### src/rtl/vote_controller.sv
// vote_controller: ballot sequencer between the candidate button debouncers and
// the result display. Arms one ballot per officer enable, records exactly one
// unambiguous vote per ballot, locks out for LOCK_CYCLES cycles afterwards and
// keeps saturating per-candidate and total tallies.
//
// Ports:
//   clock         system clock, all logic on posedge
//   reset         asynchronous active-low reset
//   mode          0 = voting mode, 1 = result mode
//   ballot_enable officer pulse that arms one ballot
//   valid_vote    debounced one-cycle vote pulses, bit i = candidate i
//   clear_counts  clear all tallies (result mode, IDLE only)
//   sel           candidate index for count_out
//   armed         ballot armed, awaiting a vote
//   busy          recording or in lockout
//   vote_ack      one-cycle pulse when a vote is recorded
//   vote_id       index of the last recorded candidate
//   multi_press   one-cycle pulse, ambiguous press rejected
//   overflow      sticky, a tally saturated
//   count_out     tally of candidate sel (result mode only, else 0)
//   total_out     total recorded votes (result mode only, else 0)
module vote_controller #(
  parameter int unsigned NUM_CAND    = 4,
  parameter int unsigned COUNT_W     = 8,
  parameter int unsigned TOTAL_W     = 10,
  parameter int unsigned LOCK_CYCLES = 100000000
) (
  input  logic                clock,
  input  logic                reset,
  input  logic                mode,
  input  logic                ballot_enable,
  input  logic [NUM_CAND-1:0] valid_vote,
  input  logic                clear_counts,
  input  logic [2:0]          sel,
  output logic                armed,
  output logic                busy,
  output logic                vote_ack,
  output logic [2:0]          vote_id,
  output logic                multi_press,
  output logic                overflow,
  output logic [COUNT_W-1:0]  count_out,
  output logic [TOTAL_W-1:0]  total_out
);

  localparam int unsigned TIMER_W = (LOCK_CYCLES > 1) ? $clog2(LOCK_CYCLES) : 1;

  typedef enum logic [1:0] {
    S_IDLE,
    S_ARMED,
    S_RECORD,
    S_HOLD
  } state_t;

  state_t              r_state;
  state_t              w_next;
  logic [TIMER_W-1:0]  r_timer;
  logic [COUNT_W-1:0]  r_count [NUM_CAND];
  logic [TOTAL_W-1:0]  r_total;
  logic [2:0]          r_vote_id;
  logic                r_multi;
  logic                r_overflow;
  logic [COUNT_W-1:0]  r_count_out;
  logic [TOTAL_W-1:0]  r_total_out;

  logic                w_onehot;
  logic                w_multi;
  logic [2:0]          w_vote_idx;
  logic                w_capture;
  logic                w_reject;
  logic                w_clear;
  logic [COUNT_W-1:0]  w_count_sel;

  // Decode the pressed candidate and the tally selected for display.
  // sel values beyond NUM_CAND match nothing and read as zero.
  always_comb begin
    w_onehot    = $onehot(valid_vote);
    w_multi     = (valid_vote != '0) && !w_onehot;
    w_vote_idx  = '0;
    w_count_sel = '0;
    for (int unsigned i = 0; i < NUM_CAND; i++) begin
      if (valid_vote[i]) w_vote_idx = 3'(i);
      if (sel == 3'(i))  w_count_sel = r_count[i];
    end
  end

  // Mode takes priority over any press while armed.
  always_comb begin
    w_capture = (r_state == S_ARMED) && !mode && w_onehot;
    w_reject  = (r_state == S_ARMED) && !mode && w_multi;
    w_clear   = (r_state == S_IDLE) && mode && clear_counts;
    w_next    = r_state;
    unique case (r_state)
      S_IDLE:   if (ballot_enable && !mode) w_next = S_ARMED;
      S_ARMED: begin
        if (mode)          w_next = S_IDLE;
        else if (w_onehot) w_next = S_RECORD;
      end
      S_RECORD: w_next = S_HOLD;
      S_HOLD:   if (r_timer == '0) w_next = S_IDLE;
      default:  w_next = S_IDLE;
    endcase
  end

  always_ff @(posedge clock or negedge reset) begin
    if (!reset) r_state <= S_IDLE;
    else        r_state <= w_next;
  end

  always_ff @(posedge clock or negedge reset) begin
    if (!reset) begin
      r_timer     <= '0;
      r_total     <= '0;
      r_vote_id   <= '0;
      r_multi     <= 1'b0;
      r_overflow  <= 1'b0;
      r_count_out <= '0;
      r_total_out <= '0;
      for (int unsigned i = 0; i < NUM_CAND; i++) r_count[i] <= '0;
    end else begin
      r_multi <= w_reject;
      // The captured index doubles as the registered vote_id, so it is valid
      // in the same cycle as vote_ack.
      if (w_capture) r_vote_id <= w_vote_idx;

      if (r_state == S_RECORD) begin
        r_timer <= TIMER_W'(LOCK_CYCLES - 1);
        for (int unsigned i = 0; i < NUM_CAND; i++) begin
          if (r_vote_id == 3'(i)) begin
            if (r_count[i] == '1) r_overflow <= 1'b1;
            else                  r_count[i] <= r_count[i] + COUNT_W'(1);
          end
        end
        if (r_total == '1) r_overflow <= 1'b1;
        else               r_total    <= r_total + TOTAL_W'(1);
      end else if (r_state == S_HOLD && r_timer != '0) begin
        r_timer <= r_timer - TIMER_W'(1);
      end

      if (w_clear) begin
        r_total    <= '0;
        r_overflow <= 1'b0;
        for (int unsigned i = 0; i < NUM_CAND; i++) r_count[i] <= '0;
      end

      r_count_out <= mode ? w_count_sel : '0;
      r_total_out <= mode ? r_total : '0;
    end
  end

  assign armed       = (r_state == S_ARMED);
  assign busy        = (r_state == S_RECORD) || (r_state == S_HOLD);
  assign vote_ack    = (r_state == S_RECORD);
  assign vote_id     = r_vote_id;
  assign multi_press = r_multi;
  assign overflow    = r_overflow;
  assign count_out   = r_count_out;
  assign total_out   = r_total_out;

endmodule
### config.mk
export PLATFORM = sky130hd
export DESIGN_NAME = vote_controller
export DESIGN_NICKNAME = d
export VERILOG_FILES = /design/src/rtl/vote_controller.sv
export SDC_FILE = /design/constraint.sdc
export NUM_CORES = 1
export LEC_CHECK = 0
export BUFFER_PORTS_ARGS = -buffer_cell sky130_fd_sc_hd__buf_2
export CORE_MARGIN = 10
export CORE_UTILIZATION = 55
export CTS_CLUSTER_DIAMETER = 50
export CTS_CLUSTER_SIZE = 30
export DETAILED_ROUTE_END_ITERATION = 12
export GPL_ROUTABILITY_DRIVEN = 0
export PLACE_DENSITY = 0.81
export REMOVE_ABC_BUFFERS = 1
export SYNTH_ARGS = -nofsm -noshare
export SYNTH_HDL_FRONTEND = slang
export SYNTH_SLANG_ARGS = --single-unit
### constraint.sdc
create_clock -name clock -period 4.7 [get_ports clock]
set_input_delay 0.94 -clock clock [delete_from_list [all_inputs] [get_ports clock]]
set_output_delay 0.94 -clock clock [all_outputs]
set_load 0.02 [all_outputs]
==> results of run 1 <==
==> cell families after synthesis <==
group | Yosys count | synth area share (%)
adder cells (fa/ha/maj) | 11 | 3.006
multiplexers | 9 | 1.892
XOR/XNOR | 32 | 5.805
AND/OR/NAND/NOR | 241 | 26.46
flip-flops | 93 | 48.20
AO/OA/AOI/OAI | 80 | 11.32
buffers and inverters | 40 | 3.239
other | 1 | 0.07767
==> power breakdown <==
| group | switching (mW) | internal [mW] |
|---|---|---|
| clock | 0.269 | 0.243 |
| sequential | 0.207 | 0.945 |
| combinational | 0.334 | 0.219 |
| total | 0.810 | 1.41 |
==> cell usage after synthesis, types with 5 or more instances <==
cell type / count
sky130_fd_sc_hd__a211oi_1: 15
sky130_fd_sc_hd__a21oi_1: 13
sky130_fd_sc_hd__a31oi_1: 9
sky130_fd_sc_hd__and2_1: 10
sky130_fd_sc_hd__and3_1: 10
sky130_fd_sc_hd__clkbuf_1: 20
sky130_fd_sc_hd__dfrtp_1: 93
sky130_fd_sc_hd__ha_1: 10
sky130_fd_sc_hd__inv_1: 13
sky130_fd_sc_hd__mux2i_1: 8
sky130_fd_sc_hd__nand2_1: 40
sky130_fd_sc_hd__nand2b_1: 6
sky130_fd_sc_hd__nand3_1: 28
sky130_fd_sc_hd__nand4_1: 13
sky130_fd_sc_hd__nor2_1: 59
sky130_fd_sc_hd__nor2b_1: 10
sky130_fd_sc_hd__nor3_1: 20
sky130_fd_sc_hd__nor4_1: 11
sky130_fd_sc_hd__o21ai_0: 15
sky130_fd_sc_hd__o221ai_1: 8
sky130_fd_sc_hd__or3_1: 7
sky130_fd_sc_hd__or4_1: 5
sky130_fd_sc_hd__xnor2_1: 15
sky130_fd_sc_hd__xor2_1: 17
==> flip-flops by register name (all words and copies together), names as in the netlist, named ones only <==
name,cells
count_out,8
multi_press,1
overflow,1
r_count,32
r_state,1
r_timer,27
r_total,10
total_out,10
vote_id,2
==> area by class of cell <==
cell class / count / area share, %
Clock buffer: 11 / 2.493
Clock inverter: 4 / 0.9499
Inverter: 14 / 0.9974
Multi-Input combinational cell: 374 / 44.79
Sequential cell: 93 / 44.17
Tap cell: 108 / 2.565
Timing Repair Buffer: 40 / 4.037
==> through the flow <==
step | instance area [um2] | util [%] | TNS [ns]
after floorplan | 4725 | - | -3.448
final | 5269 | 61.01 | 0
after global placement | 5087 | 58.91 | 0
after detailed placement | 5087 | 58.91 | 0
after CTS | 5269 | 61.01 | 0
after global routing | 5269 | 61.01 | 0
==> metal layers <==
metal	GRT usage (%)	wire length, um
met1	21.14	4723
met2	28.10	5145
met3	3.412	456
met4	4.822	130
met5	0	0
==> worst paths after layout <==
path | start | to | slack (ns) | depth (start not counted)
max in group asynchronous | reset | r_count[1] | 3.10 | 2
worst max register to register | register | r_count[7] | 1.64 | 6
worst min register to register | overflow | overflow | 0.49 | 1
worst max-delay path | register | vote_ack | 1.32 | 3
worst min-delay path | overflow | overflow | 0.49 | 1
min in group asynchronous | reset | r_timer[6] | 0.64 | 1
==> cells in the final DEF, fill, tap and decap left out, drive strengths merged, types with 2 or more instances in the layout <==
master and count:
a211oi 15, a21oi 13, a311oi 3, a31oi 9
a41o 2, and2 10, and3 10, buf 40
clkbuf 11, clkinvlp 2, dfrtp 93, ha 10
inv 14, mux2i 8, nand2 40, nand2b 6
nand3 28, nand3b 2, nand4 14, nor2 59
nor2b 10, nor3 22, nor3b 2, nor4 12
nor4b 3, nor4bb 3, o211ai 2, o21ai 16
o221ai 8, o22ai 2, or2 3, or3 8
or4 6, xnor2 15, xor2 17
==> metrics.txt, run 1 <==
max-slew violation count=0; initial core utilization=55.91%; filler-free cell count of the finished design=approximately 640; Row Count=34; initial antenna violation count=0; Synth area leader=sky130_fd_sc_hd__dfrtp_1; area taken by flip-flops and latches=around 2300 um2; Die X-Extent=between 100 and 150 um; Max Clk Rate=~300 MHz; instance count of the mapped netlist=about 510; sum of routed wire length over all layers=10460 um; Pwr per Cell Area=between 400 and 500 nW/um2; nets=between 500 and 600; number of resized instances in the post-cts repair step=0; TritonCTS clock tree=built; critical path's slowest cell=sky130_fd_sc_hd__dfrtp_1; DR pass1 iterations=5; crit path DAT=about 2.4 ns; buffers and inverters on the worst path=2; worst hold-check path type=reg2reg; Max Cap Viol=0; Worst-path clk slew=roughly 0.09 ns; top cells by area in the synthesized netlist=sky130_fd_sc_hd__dfrtp_1, sky130_fd_sc_hd__nor2_1, sky130_fd_sc_hd__nand2_1; top cell family by delay on the critical path=flip-flops; average wire per standard cell=16.23 um; area growth from synthesis to final layout=9.121%; post-detailed-route DRC marker count=0; routed vias/inst=5.967; worst skew pair latency=about 0.35 ns; total via count in the routed design=just under 4000; Clk Tree Root Cell=sky130_fd_sc_hd__clkbuf_8; number of cells in the design after placement=629; slew at the pin closest to its max-slew limit=between 0.9 and 1 ns; outcome=completed; most used flip-flop cell after synthesis=sky130_fd_sc_hd__dfrtp_1; Fin. Hold Viols=0; clock period minus final worst setup slack=3.378 ns; post-detailed-route count of antenna-violating nets=0; Die Area=roughly 13000 um2; number of register bits inferred by synthesis=between 90 and 100; Vert. Die Dim=between 100 and 150 um; maximum count of clock buffers along a single path=2; Hold Buf Count CTS=0; leakage power summed over all cells=about 2.3 nW; number of levels the H-tree was split into=3; worst relative slew slack=a little over a third; drt initial violations=284; classification of the worst setup path=reg2out; number of enable-type register cells in the synthesized netlist=0; layout cells sized above 1=approximately an eighth; synth unique cells=60; combined area of all synthesized cells=4828 um2; Floorplan Core Area=approximately 8600 um2; delay of the slowest cell on the worst path=0.87 ns; via count of the first global-routing pass=about 3700; portion of synthesized cell area occupied by the leading cell type=48.20%; register area share after synthesis=roughly half; proportion of synthesized flip-flops having asynchronous set or reset=between 90% and 100%; combined global-route utilization of all metal layers=between 10% and 20%; worst-case vdd ir drop=0.0002249 V; number of buffers added by the clock tree synthesis step=9; worst setup slack after placement=between 1.5 and 2 ns; # port buffers=36; post-layout power=around 2.2 mW; post-DP HPWL=between 7000 and 8000 um; synthesis warning total=0; post-route fraction of the period consumed by the critical path=71.88%; post-route worst hold slack=about 0.49 ns; fill count=726; global-route congestion overflow total=0; pin count of the biggest net entering global routing=slightly below 60; CTS sink cnt=a little over 90; number of failing setup endpoints in the final timing report=0; crit start category=register; number of setup buffers added after CTS=0; setup repair after global routing missed its margin=no; wire length of the first global-routing pass=17950 um; I/O pins=38; diode count=0; min setup slack post-route=1.322 ns; type of element capturing the critical path=primary output; CP Cell Sequence=nand2b_1, inv_2, buf_2; Avg Cell Area, Syn=between 9 and 10 um2; worst-path maximum fanout=24; maximum clock skew at final layout=just over 0.009 ns; data required time of the worst path=3.76 ns; multi-input gate area in the final layout=about 2400 um2
No activity file was read; power rests on OpenSTA's default activity.
==> run 2, diff against run 1 <==
- CORE_UTILIZATION: 55 -> 54
- PLACE_DENSITY: 0.81 -> 0.83
- clock period: 4.7 -> 2.89 ns (I/O delays scaled with it)
==> metrics.txt, run 2 (synthesis results as in run 1) <==
post-detailed-route count of antenna-violating nets=0; delay of the slowest cell on the worst path=0.68 ns; Fin. Hold Viols=0; Pwr per Cell Area=between 600 and 700 nW/um2; Vert. Die Dim=approximately 110 um; diode count=0; worst setup slack after placement=around 0.14 ns; Floorplan Core Area=slightly below 9000 um2; worst-case vdd ir drop=0.0004013 V; total via count in the routed design=around 4000; Worst-path clk slew=approximately 0.09 ns; area growth from synthesis to final layout=11.01%; crit start category=register; post-route fraction of the period consumed by the critical path=91.40%; pin count of the biggest net entering global routing=54; number of buffers added by the clock tree synthesis step=9; number of setup buffers added after CTS=0; number of resized instances in the post-cts repair step=0; type of element capturing the critical path=register; commonest non-fill, non-tap cell in the layout=sky130_fd_sc_hd__dfrtp_1; Max Clk Rate=~380 MHz; multi-input gate area in the final layout=about 2400 um2; layout cells sized above 1=13.97%; leakage power summed over all cells=2.355 nW; Clk Tree Root Cell=sky130_fd_sc_hd__clkbuf_8; worst skew pair latency=roughly 0.36 ns; post-detailed-route DRC marker count=0; data required time of the worst path=3.14 ns; crit path DAT=just under 3 ns; post-DP HPWL=approximately 7900 um; routed vias/inst=6.083; classification of the worst setup path=reg2reg; min setup slack post-route=0.2485 ns; initial core utilization=55.37%; outcome=completed; top routing layer in use=met4; Row Count=34; via count of the first global-routing pass=roughly 4000; average wire per standard cell=roughly 17 um; number of levels the H-tree was split into=3; critical path's slowest cell=sky130_fd_sc_hd__or4_1; buffers and inverters on the worst path=0; global-route congestion overflow total=0; fill count=around 670; maximum count of clock buffers along a single path=2; flip-flop count of the largest register after layout=32; # port buffers=36; post-route worst hold slack=between 0.15 and 0.2 ns; DR pass1 iterations=7; sum of routed wire length over all layers=11010 um; maximum clock skew at final layout=0.01126 ns; top cell family by delay on the critical path=simple AND/OR/NAND/NOR gates; drt initial violations=~240; Hold Buf Count CTS=0; worst relative slew slack=between 30 and 40%; Max Cap Viol=0; TritonCTS clock tree=built; CP Cell Sequence=or4_1, or4_4, nor3_4, nor4b_1, a311o_1; nets=~560; I/O pins=38; number of failing setup endpoints in the final timing report=0; setup repair after global routing missed its margin=no; amount of wire on met3 after detailed routing=between 500 and 600 um; Die X-Extent=between 100 and 150 um; max-slew violation count=0; Die Area=approximately 13000 um2; area taken by flip-flops and latches=2327 um2; wire length of the first global-routing pass=roughly 19000 um; CTS sink cnt=93; slew at the pin closest to its max-slew limit=0.9150 ns; register bank with the most flops=r_count; largest registers=r_count: 32 flops, r_timer: 27 flops; Routed met2 length=between 5000 and 6000 um; worst-path maximum fanout=8; sum of negative setup slack=0 ns; Post-Route Utilization=between 60% and 70%; commonest cells after routing, fill and taps aside=sky130_fd_sc_hd__dfrtp_1, sky130_fd_sc_hd__nor2_1, sky130_fd_sc_hd__nand2_1, sky130_fd_sc_hd__buf_2, sky130_fd_sc_hd__nand3_1; clock period minus final worst setup slack=between 2 and 3 ns; routed metal-1 wirelength=about 4600 um; initial antenna violation count=0; worst hold-check path type=in2async; post-layout power=approximately 3.7 mW; combined global-route utilization of all metal layers=about 17%
[run 2: cell types whose count changed in the layout (fill, tap and decap cells not counted)]
cell and delta:
sky130_fd_sc_hd__clkinv_4 +1, sky130_fd_sc_hd__buf_12 +1, sky130_fd_sc_hd__clkbuf_1 -2, sky130_fd_sc_hd__clkbuf_8 +1
sky130_fd_sc_hd__clkinv_2 -1, sky130_fd_sc_hd__buf_4 +6, sky130_fd_sc_hd__clkinvlp_4 +1, sky130_fd_sc_hd__inv_6 +1
[run 2: worst paths after layout]
path	from	end	slack [ns]	cells after the start
max in group asynchronous	reset	r_count[29]	2.02	2
worst max-delay path	r_timer[20]	r_timer[9]	0.25	5
min in group clock	overflow	overflow	0.48	1
worst min-delay path	reset	r_timer[3]	0.19	1
worst min register to register	overflow	overflow	0.48	1
worst max register to register	r_timer[20]	r_timer[9]	0.25	5
[run 2: final cells by class]
cell class | count | share of cell area (%)
clock buffer | 10 | 2.568
clock inverter | 6 | 1.307
inverter | 14 | 0.9804
multi-input combinational | 374 | 44.02
sequential | 93 | 43.42
tap | 108 | 2.521
timing repair buffer | 47 | 5.182
[run 2: power by group]
group,total [mW],internal (mW),switching [mW]
clock,0.899,0.428,0.471
combinational,0.993,0.390,0.602
sequential,1.85,1.54,0.312
[run 2: per-layer routing]
layer  vias to the layer above  track usage [%]
met1                      1928            20.50
met3                        24            3.354
met4                         0            6.015
li1                       1878                -
met5                         -                0
met2                       136            29.75
[run 2: through the flow]
stage,cells,area (um2)
after floorplan,481,4725
after global placement,636,5152
after detailed placement,636,5152
after CTS,652,5360
after global routing,652,5360
final,652,5360
==> run 3, diff against run 2 <==
- ABC_AREA: not set -> 1
- CORE_UTILIZATION: 54 -> 55
- PLACE_DENSITY: 0.83 -> 0.84
==> metrics.txt, run 3 <==
crit start category=register; # port buffers=36; Floorplan Core Area=between 9000 and 10000 um2; total via count in the routed design=4938; min setup slack post-route=roughly 0.71 ns; largest registers=r_count: 32 flops, r_timer: 27 flops; leakage power summed over all cells=between 3 and 4 nW; data required time of the worst path=around 2.3 ns; portion of synthesized cell area occupied by the leading cell type=a little over two fifths; sum of routed wire length over all layers=about 13000 um; commonest cells after routing, fill and taps aside=sky130_fd_sc_hd__nand2_1, sky130_fd_sc_hd__inv_1, sky130_fd_sc_hd__dfrtp_1, sky130_fd_sc_hd__nor2_1, sky130_fd_sc_hd__nand3_1; number of setup buffers added after CTS=0; max-slew violation count=0; via count of the first global-routing pass=approximately 4700; combined area of all synthesized cells=5473 um2; Clk Tree Root Cell=sky130_fd_sc_hd__clkbuf_8; initial core utilization=a little under three fifths; worst-case vdd ir drop=about 0.00046 V; routed vias/inst=about 5.4; layout cells sized above 1=a little under an eighth; worst setup slack after placement=roughly 0.41 ns; post-route worst hold slack=~0.077 ns; Max Cap Viol=0; maximum count of clock buffers along a single path=2; Avg Cell Area, Syn=7.396 um2; Hold Buf Count CTS=0; Pwr per Cell Area=around 860 nW/um2; Row Count=36; number of resized instances in the post-cts repair step=0; post-DP HPWL=9279 um; average wire per standard cell=14.15 um; startpoint of the worst register-to-register path=r_timer[0]; worst-path maximum fanout=14; I/O pins=38; Worst-path clk slew=around 0.10 ns; synth unique cells=34; wire length of the first global-routing pass=about 22000 um; number of enable-type register cells in the synthesized netlist=0; post-detailed-route DRC marker count=0; Die Area=~14000 um2; diode count=0; number of levels the H-tree was split into=3; number of failing setup endpoints in the final timing report=0; commonest non-fill, non-tap cell in the layout=sky130_fd_sc_hd__nand2_1; type of element capturing the critical path=primary output; number of buffers added by the clock tree synthesis step=9; Post-Layout Inst Area=~5900 um2; register area share after synthesis=a little over two fifths; cell area after placement=5723 um2; instance count of the mapped netlist=740; Max Clk Rate=about 460 MHz; cell types with the highest counts after synthesis=sky130_fd_sc_hd__nand2_1, sky130_fd_sc_hd__inv_1, sky130_fd_sc_hd__dfrtp_1; filler-free cell count of the finished design=908; proportion of synthesized flip-flops having asynchronous set or reset=100.0%; drt initial violations=about 480; area growth from synthesis to final layout=8.345%; post-route fraction of the period consumed by the critical path=approximately 75%; number of cells in the design after placement=~890; clock period minus final worst setup slack=between 2 and 2.5 ns; post-detailed-route count of antenna-violating nets=0; initial antenna violation count=0; crit path DAT=roughly 1.6 ns; combined global-route utilization of all metal layers=a little under a fifth; reg-to-reg setup timing slack=around 1.0 ns; Fin. Hold Viols=0; maximum clock skew at final layout=0.01021 ns; worst hold-check path type=in2async; DR pass1 iterations=5; most used flip-flop cell after synthesis=sky130_fd_sc_hd__dfrtp_1; TritonCTS clock tree=built; depth of the worst register-to-register path=10; endpoint of the most critical register-to-register path=r_timer[26]; CTS sink cnt=93; global-route congestion overflow total=0; sum of negative setup slack=0 ns; pin count of the biggest net entering global routing=73; register bank with the most flops=r_count; setup repair after global routing missed its margin=no; number of register bits inferred by synthesis=between 90 and 100; nets=around 790; Synth area leader=sky130_fd_sc_hd__dfrtp_1; worst skew pair latency=about 0.38 ns; synthesis warning total=0; Die X-Extent=119.8 um; most frequent cell after synthesis=sky130_fd_sc_hd__nand2_1; Vert. Die Dim=about 120 um; classification of the worst setup path=reg2out; post-layout power=just over 5 mW; outcome=completed; top cells by area in the synthesized netlist=sky130_fd_sc_hd__dfrtp_1, sky130_fd_sc_hd__nand2_1, sky130_fd_sc_hd__inv_1; flip-flop count of the largest register after layout=32; Post-Route Utilization=60.94%
## run 3: report_power, final
part           internal (mW)  total (mW)  switching, mW
combinational          0.662        2.05           1.39
sequential              1.66        2.11          0.448
clock                  0.413       0.927          0.513
## run 3: cell families (layout without fill, tap and decap cells)
logic type	count (synthesis)	after routing	synth area share, %
buf+inv	119	154	9.168
other cells	1	1	0.06852
simple gates	395	395	31.89
xor+xnor	18	18	2.881
fa+ha+maj	11	11	2.652
compound gates	103	103	10.81
flops	93	93	42.52
## run 3: routing by layer
metal	wire length, um	GRT usage, %
met5	0	0
met4	333	8.597
met3	693	3.751
met2	6365	30.57
met1	5456	22.21
## run 3: worst max path at each step
stage                   from         end  slack [ns]  depth (start not counted)
6_report            register    vote_ack        0.71                          3
5_1_grt             register    vote_ack        0.67                          3
4_1_cts             register    vote_ack        0.71                          3
3_5_place_dp   valid_vote[0]  vote_id[1]        0.41                         12
3_3_place_gp   valid_vote[0]  vote_id[1]        0.53                         12
2_1_floorplan  valid_vote[0]  vote_id[1]        0.67                         11
## run 3: final cells by class
type                    instances  area (um2)
clock buffers                   9       123.9
clock inverters                 7       82.58
fillers                       869        3800
inverters                     100       375.4
multi-input cells             528        2644
flip-flops and latches         93        2327
well taps                     133       166.4
repair buffers                 38       210.2
## run 3: critical path, cell delays in order, from the launching register on
cell                      delay, ns
sky130_fd_sc_hd__dfrtp_1       0.49
sky130_fd_sc_hd__inv_2         0.09
sky130_fd_sc_hd__nor2_4        0.38
sky130_fd_sc_hd__buf_2         0.26
